[src/rtl/wb_sequencer.sv]
// Writeback sequencer: turns decode writeback requests into mux select and RegFile
// write controls, sequencing data-memory loads over a fixed read latency.
module wb_sequencer #(
  parameter int unsigned MEM_LAT = 2,
  parameter int unsigned REG_AW  = 3
) (
  input  logic              Clk,
  input  logic              Reset,
  input  logic              ReqValid,
  input  logic [1:0]        ReqSrc,
  input  logic [REG_AW-1:0] ReqDst,
  output logic              ReqReady,
  output logic              Stall,
  output logic              MemRdEn,
  output logic [1:0]        Sel,
  output logic              RegWrEn,
  output logic [REG_AW-1:0] RegWrAddr,
  output logic              ErrIllegal
);

  localparam int unsigned CNT_W = 4;
  localparam logic [1:0] SRC_MEM = 2'd0;
  localparam logic [1:0] SRC_ALU = 2'd1;
  localparam logic [1:0] SRC_IMM = 2'd2;
  localparam logic [CNT_W-1:0] CNT_INIT = CNT_W'(MEM_LAT - 1);
  localparam logic [CNT_W-1:0] CNT_LAST = CNT_W'(1);

  typedef enum logic [1:0] {
    ST_IDLE  = 2'd0,
    ST_WAIT  = 2'd1,
    ST_WRITE = 2'd2
  } state_e;

  state_e            state_q, state_d;
  logic [CNT_W-1:0]  cnt_q, cnt_d;
  logic [REG_AW-1:0] dst_q, dst_d;
  logic              err_q, err_d;

  // State register; reset discards any pending load.
  always_ff @(posedge Clk or posedge Reset) begin
    if (Reset) begin
      state_q <= ST_IDLE;
      cnt_q   <= '0;
      dst_q   <= '0;
      err_q   <= 1'b0;
    end else begin
      state_q <= state_d;
      cnt_q   <= cnt_d;
      dst_q   <= dst_d;
      err_q   <= err_d;
    end
  end

  // Next-state and combinational outputs; everything forced low while Reset is high.
  always_comb begin
    state_d   = state_q;
    cnt_d     = cnt_q;
    dst_d     = dst_q;
    err_d     = err_q;
    ReqReady  = 1'b0;
    MemRdEn   = 1'b0;
    Sel       = SRC_MEM;
    RegWrEn   = 1'b0;
    RegWrAddr = '0;
    if (!Reset) begin
      unique case (state_q)
        ST_IDLE: begin
          ReqReady = 1'b1;
          if (ReqValid) begin
            unique case (ReqSrc)
              SRC_ALU, SRC_IMM: begin
                Sel       = ReqSrc;
                RegWrEn   = 1'b1;
                RegWrAddr = ReqDst;
              end
              SRC_MEM: begin
                MemRdEn = 1'b1;
                dst_d   = ReqDst;
                if (MEM_LAT == 1) begin
                  state_d = ST_WRITE;
                end else begin
                  state_d = ST_WAIT;
                  cnt_d   = CNT_INIT;
                end
              end
              default: err_d = 1'b1;
            endcase
          end
        end
        ST_WAIT: begin
          RegWrAddr = dst_q;
          cnt_d     = cnt_q - CNT_W'(1);
          if (cnt_q == CNT_LAST) begin
            state_d = ST_WRITE;
          end
        end
        ST_WRITE: begin
          RegWrEn   = 1'b1;
          RegWrAddr = dst_q;
          state_d   = ST_IDLE;
        end
        default: state_d = ST_IDLE;
      endcase
    end
  end

  assign Stall      = ReqValid & ~ReqReady & ~Reset;
  assign ErrIllegal = err_q;

endmodule

[config.mk]
export PLATFORM = sky130hd
export DESIGN_NAME = wb_sequencer
export DESIGN_NICKNAME = d
export VERILOG_FILES = /design/src/rtl/wb_sequencer.sv
export SDC_FILE = /design/constraint.sdc
export NUM_CORES = 1
export LEC_CHECK = 0
export ABC_AREA = 1
export CAP_MARGIN = 20
export CORE_MARGIN = 3
export CORE_UTILIZATION = 47
export DETAILED_ROUTE_END_ITERATION = 16
export PLACE_DENSITY = 0.76
export SYNTH_ARGS = -nofsm -noshare
export SYNTH_HDL_FRONTEND = slang
export SYNTH_SLANG_ARGS = --single-unit
[constraint.sdc]
create_clock -name Clk -period 1.6 [get_ports Clk]
set_input_delay 0.32 -clock Clk [delete_from_list [all_inputs] [get_ports Clk]]
set_output_delay 0.32 -clock Clk [all_outputs]
set_load 0.01 [all_outputs]
After elaboration in Yosys (flattened, before gate mapping)

Cells that the tools add are included.

Flip-flop bits (word level): 10
Word-level logic and storage cells: 53
Output and inout bits: 10
Input bits: 8

$add $sub $neg: 1
Equality and inequality tests: 8
Bitwise operators: 5
Reduce and logical (&&, ||, !) cells: 10
Multiplexer cells: 25

Operators with widths:

| operator              | count |
|---|---|
| $reduce_and A4 Y1     | 4 |
| $mux W2               | 7 |
| $mux W1               | 9 |
| $mux W3               | 3 |
| $mux W4               | 2 |
| $pmux W4 S2           | 1 |
| $pmux W3 S2           | 1 |
| $eq A2 B1 Y1 const B  | 2 |
| $eq A2 B2 Y1 const B  | 2 |
| $eq A4 B1 Y1 const B  | 1 |
| $logic_not A2 Y1      | 2 |
| $ne A2 B2 Y1 const B  | 2 |
| $pmux W2 S2           | 1 |
| $reduce_or A2 Y1      | 2 |
| $sub A4 B1 Y4 const B | 1 |
| $not A1 Y1            | 3 |
| $reduce_or A3 Y1      | 1 |
| $and A1 B1 Y1         | 2 |
| $ne A2 B1 Y1 const B  | 1 |
| $pmux W1 S2           | 1 |
| $reduce_bool A2 Y1    | 1 |

Logic depth before layout (Yosys ltp)

Gate-level depths: netlist of run 1.

Word-level depth: 6
Depth in mapped cells: 9
Gate-level depth less buffers: 8

Least setup slack after synthesis of run 1

No wires, ideal clock.

Path kind: register -> output
Start: register state_q[0]
End: output port RegWrAddr[0]
Setup slack: 0.034 ns
Buffers on the path: 1
Required time: 1.280 ns
Data arrival time: 1.246 ns
Stages on the path, launching flop included: 8
Cell sequence: dfrtp_1 -> inv_1 -> ha_1 -> buf_6 -> nand2_1 -> nor2_1 -> nand2_1 -> a21oi_1

Longest elaborated chain between the ends: 4
Elaborated cells between the ends (all ways): 6
Classes of those cells: eq/ne (2); mux (2); reduce/logical (2)

RTL lines:

| item                                                | RTL line | source |
|---|---|---|
| from (decl)                                         | 34       | `state_e state_q, state_d;` |
| from (signal assigned)                              | 47       | `state_q <= state_d;` |
| $eq A2 B1 Y1 / $eq A2 B2 Y1 (equally long branches) | 66       | `unique case (state_q)` |
| $reduce_or A2 Y1 (no line)                          | n/a      |  |
| $pmux W3 S2 (*)                                     | 66       |  |
| $mux W3 (*)                                         | 65       | `if (!Reset) begin` |
| to (decl)                                           | 17       | `output logic [REG_AW-1:0] RegWrAddr,` |

Mark *: on every way between the ends. The rest lies on a longest branch, timed or not.

Final worst setup path of run 1

Start: register state_q[1]
End: output port RegWrAddr[1]

Same word-level chain as after synthesis.

==> results by group, run 1 <==
Placement
  – Post-DP HPWL: around 1.4 mm
  – Placed Cells: about 150
  – Final Wtd Congestion: roughly 0.8
  – # port buffers: 17
  – Area after DPL: ~1100 sq um

Layout
  – Layout Area Growth over Synthesis: 72.7%
  – Finished Cell Area: 1290 sq um
  – Fin nets: around 170
  – Layout cell share with drive strength beyond 1: 0.513
  – ANT cells: 0
  – Final Util: 0.920
  – Fin cells: around 170

STA
  – Worst Tran Pin Value: about 0.24 ns
  – Crit share post-route: 1.19
  – Final Worst Setup Slack: -0.307 ns
  – Highest Clock Rate: about 0.52 GHz
  – Fin Clk Skew: approximately 0.00065 ns
  – Final Slew Violations: 0
  – RSZ-0062 raised after global routing: yes
  – Hold Vio Cnt, Final: 0
  – Tmin final: between 1.5 and 2 ns
  – Final setup fails: 18
  – Slew HR: 0.841

Routing
  – Antenna Nets Post-Route: 0
  – DRT iter0 DRCs: 62
  – Drt pass-1 iters: 4
  – Residual DRC: 0
  – Via count: 936
  – Drt via density: approximately 5.7
  – Drt wl/cell: about 20 um
  – Routed wire length: approximately 3.2 mm

Synthesis
  – Mapped cell area: approximately 750 sq um
  – Most common flop cell mapped by yosys: dfrtp_1
  – Post-synth cell types: 19
  – Mapped Cells: 99
  – EDFF count, synth: 0
  – Number of synthesized register bits: 10
  – Cell taking the most area after synthesis: dfrtp_1
  – Post-synth top cells: nand2_1, inv_1, ha_1, dfrtp_1, nor2_1
  – Asr flop ratio synth: 1.00
  – Syn Area/Cell: 7.53 sq um
  – Top-count cell post-synth: nand2_1
  – Ys Warns: 0
  – Syn_nets: 118
  – Sequential cell area fraction in the yosys report: 0.336
  – Yosys top cell area share: 0.336
  – Area contributors post-synth: dfrtp_1, ha_1, nand2_1

Worst setup path
  – CP Depth: 8
  – Arr. time, crit path: around 1.6 ns
  – Worst-case reg-to-reg path depth: 11
  – Worst setup path end: RegWrAddr[1]
  – CP endpoint kind: primary output
  – R2R setup slack: -0.26 ns
  – CP Launch Point: state_q[1]
  – Max incr delay on CP: 0.42 ns
  – Most common cell on crit path: nand2_2
  – Setup crit start kind: flip-flop
  – Crit path cell chain: inv_2 -> ha_4 -> nand2_2 -> nor2_4 -> buf_6 -> nand2_2 -> a21oi_2 -> buf_2
  – WP data required: between 1 and 1.5 ns
  – Worst r2r dst: cnt_q[3]
  – Delay-heaviest family, CP: flip-flops
  – Crit-path max FO: 3
  – Worst reg2reg path startpoint: state_q[0]
  – Worst path bufs/invs: 3
  – Slowest CP cell: dfrtp_1
  – WS Path Type: flip-flop to primary output

Clock tree
  – CTS HTree Levels: 1
  – Hold-fix buffers, CTS: 0
  – CTS root buffer: clkbuf_4
  – Total CTS buffers: 3
  – CTS tree: built
  – Reg clk slew, reported paths: approximately 0.07 ns
  – Max Root-Sink Buffers: 2
  – Clk sinks: 10
  – Clock Latency Late Sink: around 0.26 ns

Global routing
  – Largest net degree at the start of global routing: 12
  – First-pass GRT wire length: roughly 3.5 mm
  – Gr usage total: 0.238
  – Vias in the first global route: between 800 and 900
  – Initial antenna violation count: 0
  – Total global routing overflow: 0

Hold path
  – Hold Crit Class: flip-flop to flip-flop

Power
  – Power per cell area: around 1600 nW/um^2
  – Max rail drop VDD: between 900 and 1000 uV
  – Pleak: 0.674 nW

Flow run
  – Max Cap Violations: 0

Die
  – Initial Utilization: 0.533
  – Die width: around 46 um
  – Ports: 18
  – Die Height: ~46 um
  – DIE AREA: between 2000 and 2500 sq um
  – Core Region: roughly 1400 sq um
  – Row cnt: 13

Run status
  – Outcome: finished with violations
  – Failing checks: negative setup slack
worst register-to-register path, cell delays in order, from the launching register on:
cell and delay [ns]:
dfrtp_1 0.43, inv_2 0.08, ha_4 0.17, buf_4 0.14
buf_6 0.11, buf_4 0.14, buf_6 0.12, nand2_4 0.07
nand2_4 0.07, nor2_4 0.24, nand4_1 0.14, nand2_1 0.08
repair_timing:
item | 4_1_cts | 5_1_grt
pin swaps | 6 | 4
setup buffers | 9 | 2
resized for setup | 56 | 27
endpoints found under the setup margin | 9 | 15
gates cloned | 0 | 0
how the worst min path moves through the flow:
stage	startpoint	slack, ns	depth (start not counted)	end
floorplan	Reset	0.12	1	ErrIllegal
global route	ErrIllegal	0.50	1	ErrIllegal
global placement	ErrIllegal	0.44	1	ErrIllegal
detailed placement	ErrIllegal	0.44	1	ErrIllegal
CTS	ErrIllegal	0.46	1	ErrIllegal
finish	ErrIllegal	0.46	1	ErrIllegal
layout make-up:
class / count / area (sq um)
multi-input combinational: 73 / 541
clock buffer: 3 / 22.5
tap: 15 / 18.8
sequential: 10 / 250
timing repair buffer: 49 / 397
inverter: 15 / 58.8
fill: 53 / 111
cell usage in the layout (no fill, tap or decap), types with 4 or more instances in the layout:
cell type	instances
buf_4	26
nand2_1	22
dfrtp_1	10
nand2_2	10
inv_1	8
ha_1	8
buf_6	8
buf_2	7
inv_2	6
nor2_1	5
clkdlybuf4s50_1	5
nor2_4	4
where the power goes:
group / internal, W / switching (W)
clock network: 0.0000868 / 0.0000875
logic: 0.000631 / 0.000755
registers: 0.000365 / 0.000102
total: 0.00108 / 0.000944
cell families after synthesis:
| kind of cell | Yosys count | share of synthesized area |
|---|---|---|
| compound gates | 10 | 0.0738 |
| flops | 10 | 0.336 |
| buf+inv | 16 | 0.0906 |
| xor+xnor | 1 | 0.0117 |
| simple gates | 51 | 0.304 |
| fa+ha+maj | 11 | 0.185 |
metrics by stage:
step | hold WS (ns) | worst slack, ns | setup TNS, ns | power (W)
2_1_floorplan | 0.123 | 0.0341 | 0 | 0.000971
3_3_place_gp | 0.439 | -0.834 | -6.08 | 0.00131
3_5_place_dp | 0.445 | -0.883 | -6.56 | 0.00133
4_1_cts | 0.460 | -0.211 | -1.52 | 0.00169
5_1_grt | 0.499 | -0.345 | -4.14 | 0.00212
6_report | 0.459 | -0.307 | -3.42 | 0.00203
registers in the layout, summed over array words and instances, names as in the netlist:
register	flops
cnt_q	4
state_q	2
dst_q	3
ErrIllegal	1
routing by layer:
metal	part of all wire	up-vias	track usage	wire length, um
li1	-	412	-	-
met1	0.34	434	0.257	1110
met2	0.51	70	0.409	1650
met3	0.082	20	0.0711	266
met4	0.064	0	0.131	206
met5	0	-	0	0
Power figures use the tool's default switching activity.
==> run 2: changes to the inputs <==
Settings changed: CAP_MARGIN 20 to 15, SLEW_MARGIN set to 20.
==> results of run 2 <==
Same layout as run 1: the final DEF is identical, and so are final timing and power.
